## config.mk

```make
export PLATFORM = sky130hd
export DESIGN_NAME = datapath
export DESIGN_NICKNAME = d
export VERILOG_FILES = /design/src/rtl/datapath.sv
export SDC_FILE = /design/constraint.sdc
export NUM_CORES = 1
export LEC_CHECK = 0
export BUFFER_PORTS_ARGS = -buffer_cell sky130_fd_sc_hd__buf_2
export CORE_UTILIZATION = 62
export DETAILED_ROUTE_END_ITERATION = 6
export HOLD_SLACK_MARGIN = 0.06
export MAX_ROUTING_LAYER = met4
export PLACE_DENSITY = 0.8
export SYNTH_ARGS = -nofsm -noshare
export SYNTH_HDL_FRONTEND = slang
export SYNTH_SLANG_ARGS = --single-unit
```

## constraint.sdc

```tcl
create_clock -name clock -period 3.4 [get_ports clock]
set_clock_uncertainty 0.2 [all_clocks]
set_input_delay 0.68 -clock clock [delete_from_list [all_inputs] [get_ports clock]]
set_output_delay 0.68 -clock clock [all_outputs]
set_load 0.005 [all_outputs]
```

## src/rtl/datapath.sv

```systemverilog
// Accumulator-machine datapath: instruction register, program counter,
// accumulator with add/sub ALU, and a 32-word synchronous-read memory
// with a program-preload write port.
module datapath #(
  parameter int unsigned DATA_WIDTH = 8,
  parameter int unsigned ADDR_WIDTH = 5
) (
  input  logic                  clock,
  input  logic                  reset,
  input  logic                  IRload,
  input  logic                  JMPmux,
  input  logic                  PCload,
  input  logic                  Meminst,
  input  logic                  MemWr,
  input  logic                  Aload,
  input  logic                  Sub,
  input  logic [1:0]            Asel,
  input  logic [DATA_WIDTH-1:0] Input,
  input  logic                  progWr,
  input  logic [ADDR_WIDTH-1:0] progAddr,
  input  logic [DATA_WIDTH-1:0] progData,
  output logic [2:0]            IR,
  output logic                  Aeq0,
  output logic                  Apos,
  output logic [DATA_WIDTH-1:0] A,
  output logic [ADDR_WIDTH-1:0] PC
);

  localparam int unsigned DEPTH   = 1 << ADDR_WIDTH;
  localparam int unsigned OP_BITS = 3;

  localparam logic [1:0] ASEL_ALU  = 2'b00;
  localparam logic [1:0] ASEL_IN   = 2'b01;
  localparam logic [1:0] ASEL_MEM  = 2'b10;
  localparam logic [1:0] ASEL_ZERO = 2'b11;

  logic [DATA_WIDTH-1:0] mem [0:DEPTH-1];
  logic [DATA_WIDTH-1:0] ir_reg;
  logic [DATA_WIDTH-1:0] dout;

  logic [ADDR_WIDTH-1:0] addr_c;
  logic [ADDR_WIDTH-1:0] ir_addr_c;
  logic                  wr_en_c;
  logic [ADDR_WIDTH-1:0] wr_addr_c;
  logic [DATA_WIDTH-1:0] wr_data_c;
  logic [DATA_WIDTH-1:0] alu_c;
  logic [DATA_WIDTH-1:0] a_next_c;

  // Address mux, write arbitration (preload port beats datapath store) and ALU
  always_comb begin
    ir_addr_c = ir_reg[ADDR_WIDTH-1:0];
    addr_c    = Meminst ? ir_addr_c : PC;
    wr_en_c   = progWr | MemWr;
    wr_addr_c = progWr ? progAddr : addr_c;
    wr_data_c = progWr ? progData : A;
    alu_c     = Sub ? DATA_WIDTH'(A - dout) : DATA_WIDTH'(A + dout);
    case (Asel)
      ASEL_ALU:  a_next_c = alu_c;
      ASEL_IN:   a_next_c = Input;
      ASEL_MEM:  a_next_c = dout;
      ASEL_ZERO: a_next_c = '0;
      default:   a_next_c = '0;
    endcase
  end

  // Memory array: contents survive reset, but no write lands while reset is high
  always_ff @(posedge clock or posedge reset) begin
    if (reset) begin
      // contents intentionally retained
    end else if (wr_en_c) begin
      mem[wr_addr_c] <= wr_data_c;
    end
  end

  // Synchronous read port, IR, PC and accumulator registers
  always_ff @(posedge clock or posedge reset) begin
    if (reset) begin
      dout   <= '0;
      ir_reg <= '0;
      PC     <= '0;
      A      <= '0;
    end else begin
      dout <= mem[addr_c];
      if (IRload) begin
        ir_reg <= dout;
      end
      if (PCload) begin
        PC <= JMPmux ? ir_addr_c : ADDR_WIDTH'(PC + ADDR_WIDTH'(1));
      end
      if (Aload) begin
        A <= a_next_c;
      end
    end
  end

  // Opcode and accumulator status for the control unit
  always_comb begin
    IR   = ir_reg[DATA_WIDTH-1 -: OP_BITS];
    Aeq0 = (A == '0);
    Apos = ~A[DATA_WIDTH-1] & (A != '0);
  end

endmodule

```

==> out/metrics.cfg, run 1 <==
[worst_setup_path]
critPathLaunchType = flop
cp_common_cell = buf_4
setup.worst_path.end_class = flop
crit_buf_inv = 3
slowest_delay_ns = 0.66
crit_type = flop to flop
cpLargestDelayFamily = compound AO/OA/AOI/OAI gates
arrival_ns = 2.96
path_max_fanout = 10
rrSetupSlack_ns = 0.53
worstPathRequired_ns = 3.49
slowest_stage = o21ai_1
path_cells = inv_2 -> o21ai_4 -> buf_4 -> nor4_1 -> o21ai_1 -> nor2_1 -> buf_4
r2r-end = mem[0][3]
reg2reg_from = PC[0]
startpoint = PC[0]
reg2reg_depth = 7

[final_layout]
stdcell_area_um2 = 14200
area_delta_synth_final_pct = 13.6
largest_reg_flops = 256
nets = 1053
fill_cells = 1251
final_core_util = 0.725
largest-register = mem
finalNonFillerCells = 1292
n_antenna_cell = 0
layout-drive-gt1-share = 0.204

[placed_design]
postPlaceCellArea_um2 = 13400
dpl.hpwl_um = 20200
pre_cts_slack_ns = 0.149
placedCellCount = 1246
port_buffers = 50
gp_congestion = 0.921

[power]
seq_power_share = 0.410
p_sw_frac = 0.336
irDropWorstVdd_v = 0.000505
finalPower_mw = 10.9
p_switching_mw = 3.65
p_comb_frac = 0.325
p_int_mw = 7.21
power_density_nw_per_um2 = 764
p_leak_nw = 4.98
clockPowerShare = 0.265

[yosys]
netlist_area_um2 = 12500
ys_top_cells_by_count = edfxtp_1 (256), nand2_1 (134), nor2_1 (73)
yosysWarnings = 0
synth_area_leaders = edfxtp_1 (62%), dfrtp_1 (5.8%), mux4_2 (5.0%)
yosysUniqueCellTypes = 54
yosysTopAreaCell = edfxtp_1
avgSynthCellArea_um2 = 13.6
synth_edf_count = 256
synthCells = 919
synth_top_area_share = 0.615
yosysSeqAreaShare = 0.673
yosysMostFrequentCell = edfxtp_1
synthFlopType = edfxtp_1
synth_async_sr_flop_share = 0.102
syn-num-nets = 962
synth-seq-cells = 285

[clock_network]
cts_hold_buf = 0
path_clk_slew_ns = 0.06
cts_setup_buffers = 0
cts.sinks = 285
cts.path.max_buffers = 3
cts-buffers-inserted = 27
clockRootBuffer = clkbuf_16
insertion_delay_ns = 0.53
cts_tree = built
cts_resized = 0
htreeDepth = 1

[floorplanning]
core_region_area_um2 = 19600
rows = 51
pin_count = 51
die_w_um = 144
die-height_um = 144
start_util = 0.638
die_area_um2 = 20700

[route]
wl_um = 30400
drtIter0Drc = 823
avgRoutedWirePerCell_um = 23.5
remaining_drc_errors = 0
via_per_inst = 6.45
first_pass_iters = 6
antenna_left = 0
route.vias.total = 8339

[timing]
drv_slew = 0
period_share = 0.843
whs_ns = 0.0712
setup_tns_ns = 0
timing.fmax_mhz = 349
rsz0062_at_grt = no
slew_headroom = 0.323
hold_viol = 0
setup_slack_ns = 0.534
worst_pin_slew_ns = 1.01
finalSetupViolCount = 0
fin_crit_ns = 2.87

[global_route]
grtUsageTotal = 0.312
grt_pass1_vias = 7938
grt_max_degree = 35
grt_antenna_before_repair = 0
grt_pass1_wl_um = 45600
overflow = 0

[job]
maxCapViolCount = 0

[worst_hold_path]
hp-class = input port to asynchronous set/reset pin

[run_status]
outcome = finished clean

## logic make-up (layout without fill, tap and decap cells)
kind of cell             count (synthesis)  in the layout  share of synthesized area
AND/OR/NAND/NOR                        310            310                      0.109
XOR/XNOR                                 9              9                    0.00631
flip-flops                             285            285                      0.673
multiplexers                            59             59                     0.0797
AO/OA/AOI/OAI                          180            180                     0.0959
adder cells (fa/ha/maj)                 10             10                     0.0106
buffers and inverters                   66            174                     0.0253
## how the worst max path moves through the flow
| stage | to | slack (ns) | cells after the start |
|---|---|---|---|
| 6_report | mem[0][3] | 0.53 | 7 |
| 3_5_place_dp | mem[26][0] | 0.15 | 8 |
| 3_3_place_gp | mem[20][7] | 0.17 | 10 |
| 5_1_grt | A[6] | 0.37 | 10 |
| 4_1_cts | mem[0][3] | 0.56 | 7 |
| 2_1_floorplan | mem[0][0] | 0.12 | 4 |
## metal layers
layer	vias up	GRT usage	share of wire
li1	3710	-	-
met1	4029	0.413	0.38
met2	499	0.492	0.48
met3	101	0.0460	0.093
met4	0	0.120	0.040
met5	-	-	0
## tightest hold or removal path: stages
cell and delay, ns:
buf_2 0.11, inv_1 0.07, buf_4 0.37
## cell usage in the layout (no fill, tap or decap), types with 4 or more instances in the layout
cell type and instances:
a31oi_1 7, dfrtp_1 29, xnor2_1 9, nor4_1 9, mux2i_1 10, o31ai_1 12
clkbuf_1 6, o21ai_0 10, o22ai_1 11, clkbuf_8 4, buf_2 50, nor2_1 73
ha_1 9, mux2_2 18, a221o_1 5, o221ai_1 6, buf_4 62, a211oi_1 26
nand2_1 134, mux4_2 28, a21boi_0 7, a21oi_1 51, a22oi_1 29, clkbuf_16 28
inv_1 12, nor2b_1 7, nand3_1 57, nor3_1 7, edfxtp_1 256, clkinv_2 4
## final cells by class
class                   instances  area [um^2]  area share
clock buffers                  38          778      0.0548
clock inverters                 8         61.3     0.00432
inverters                      14         52.6     0.00370
multi-input cells             568         3810       0.268
flip-flops and latches        285         8410       0.592
well taps                     265          332      0.0233
repair buffers                114          756      0.0532
## power by group through the flow
stage	Combinational, mW	Clock (mW)	Sequential [mW]
6_report	3.53	2.87	4.46
2_1_floorplan	2.39	0	4.44
3_3_place_gp	3.37	0	4.51
5_1_grt	3.83	3.01	4.49
4_1_cts	3.49	2.89	4.45
3_5_place_dp	3.46	0	4.53
(Power assumes the default switching activity.)
==> run 2, diff against run 1 <==
==> constraint.sdc (replaced) <==
create_clock -name clock -period 2.85 [get_ports clock]
set_clock_uncertainty 0.2 [all_clocks]
set_input_delay 0.57 -clock clock [delete_from_list [all_inputs] [get_ports clock]]
set_output_delay 0.57 -clock clock [all_outputs]
set_load 0.005 [all_outputs]
==> run 2 against run 1 <==
Net effect:
- the flow now finishes with violations (DRC)
- wire length is 3.5% higher
- combinational power is 27% higher
- power is 28% higher
- global-route usage is 1.5 points higher
- worst hold slack better by 0.064 ns
- register-to-register slack worse by 0.37 ns
- core utilization is 2.8 points higher
- first-iteration DRC count is 21% higher
- setup slack worse by 0.37 ns
- critical path type unchanged
- largest power group unchanged
==> out/metrics.cfg, run 2 (synthesized netlist as in run 1, its figures left out) <==
[run_status]
outcome = finished, violations left
violations = DRC

[route]
wl_um = 31400  ; +3.5%
remaining_drc_errors = 2  ; +2
via_per_inst = 6.52  ; +1.0%
drtIter0Drc = 995  ; +21%
antenna_left = 0  ; unchanged
route.vias.total = 8685  ; +4.1%
avgRoutedWirePerCell_um = 23.6  ; +0.44%
first_pass_iters = 7  ; +1

[placed_design]
port_buffers = 50  ; unchanged
postPlaceCellArea_um2 = 13700  ; +2.4%
dpl.hpwl_um = 20300  ; +0.26%
pre_cts_slack_ns = -0.189  ; -0.339 ns
gp_congestion = 0.937  ; +1.7%

[timing]
worst_pin_slew_ns = 0.947  ; -0.0657 ns
fin_crit_ns = 2.69  ; -0.175 ns
finalSetupViolCount = 0  ; unchanged
setup_slack_ns = 0.159  ; -0.375 ns
timing.fmax_mhz = 372  ; +6.5%
rsz0062_at_grt = no
hold_viol = 0  ; unchanged
drv_slew = 0  ; unchanged
period_share = 0.944  ; +0.101
slew_headroom = 0.368  ; +0.0457
whs_ns = 0.135  ; +0.0642 ns

[power]
finalPower_mw = 13.8  ; +28%
power_density_nw_per_um2 = 939  ; +23%
irDropWorstVdd_v = 0.000609  ; +21%
p_leak_nw = 5.23  ; +4.9%

[final_layout]
layout-drive-gt1-share = 0.246  ; +0.0425
largest-register = mem
final_common_cell = edfxtp_1
fill_cells = 1200  ; -4.1%
final_core_util = 0.753  ; +0.0279
multi_input_area_um2 = 3840  ; +0.62%
nets = 1086  ; +3.1%
final_cell_mix = edfxtp_1 (256), nand2_1 (134), buf_4 (85)
largest_reg_flops = 256  ; unchanged
area_delta_synth_final_pct = 18.0
stdcell_area_um2 = 14800  ; +3.8%
layout.area.seq_um2 = 8410  ; unchanged

[floorplanning]
die-height_um = 144  ; unchanged
rows = 51  ; unchanged
die_area_um2 = 20700  ; unchanged
start_util = 0.638  ; unchanged
core_region_area_um2 = 19600  ; unchanged
pin_count = 51  ; unchanged
die_w_um = 144  ; unchanged

[worst_setup_path]
path_max_fanout = 33  ; +23
path_cells = and2_1 -> buf_4 -> or2_2 -> buf_12 -> nor4_1 -> o21ai_1 -> buf_4 -> nor2_1 -> buf_4
arrival_ns = 2.75  ; -0.21 ns
slowest_delay_ns = 0.39  ; -0.27 ns
slowest_stage = dfrtp_1
startpoint = ir_reg[1]
setup.worst_path.end_class = flop
cp_common_cell = buf_4
crit_type = flop to flop
worstPathRequired_ns = 2.91  ; -0.58 ns
reg2reg_from = ir_reg[1]
critPathLaunchType = flop

[worst_hold_path]
hp-class = input port to flop
worst_hold_startpoint = PCload

[clock_network]
cts_tree = built
cts-buffers-inserted = 29  ; +7.4%
cts.path.max_buffers = 3  ; unchanged
path_clk_slew_ns = 0.07  ; about the same
clockRootBuffer = clkbuf_16
htreeDepth = 1  ; unchanged
cts_setup_buffers = 0  ; unchanged
insertion_delay_ns = 0.55  ; +0.02 ns
cts.sinks = 285  ; unchanged

[global_route]
grt_max_degree = 39  ; +11%
grt_pass1_vias = 8604  ; +8.4%
grtUsageTotal = 0.327  ; +0.0154
grt_antenna_before_repair = 2  ; +2
overflow = 0  ; unchanged
grt_pass1_wl_um = 47800  ; +4.9%

[job]
maxCapViolCount = 0  ; unchanged

run 2: critical path, delay by kind of cell (launching register included):
family	cells	cell delay, ns
and+or+nand+nor	4	0.88
DFF	1	0.39
AOI/OAI and AO/OA	1	0.15
buffers and inverters	4	0.77
run 2: path summary, 6_finish.rpt:
kind	end	slack, ns	cells after the start
max	mem[0][5]	0.16	9
min	PC[3]	0.14	2
max reg2reg	mem[0][5]	0.16	9
min reg2reg	ir_reg[7]	0.31	1
max in group asynchronous	A[1]	1.61	4
min in group asynchronous	dout[7]	0.52	4
run 2: what timing repair did:
item                       CTS  global route
hold buffers                 1             0
resized for setup            0             5
setup endpoints to repair    0             4
hold endpoints to repair    29             0
run 2: layout make-up:
cell class,count,area share
Antenna cell,2,0.000339
Clock buffer,31,0.0497
Clock inverter,22,0.0202
Inverter,14,0.00382
Multi-Input combinational cell,568,0.260
Sequential cell,285,0.570
Tap cell,265,0.0225
Timing Repair Buffer,145,0.0731
run 2: through the flow:
stage / setup TNS [ns] / cells
floorplan: -20.70 / 919
detailed placement: -15.70 / 1276
CTS: 0 / 1330
global route: 0 / 1332
global placement: -9.48 / 1276
finish: 0 / 1332
run 2: power by group:
part / switching [mW] / internal (mW) / leakage (nW)
logic: 2.73 / 1.74 / 2.09
registers: 0.308 / 5.03 / 2.66
clock network: 1.60 / 2.43 / 0.484
run 2: metal layers:
metal	track usage	vias to the layer above	wire, um
li1	-	3783	-
met1	0.406	4211	11400
met2	0.533	567	15500
met3	0.0639	124	3210
met4	0.128	0	1310
met5	-	-	0
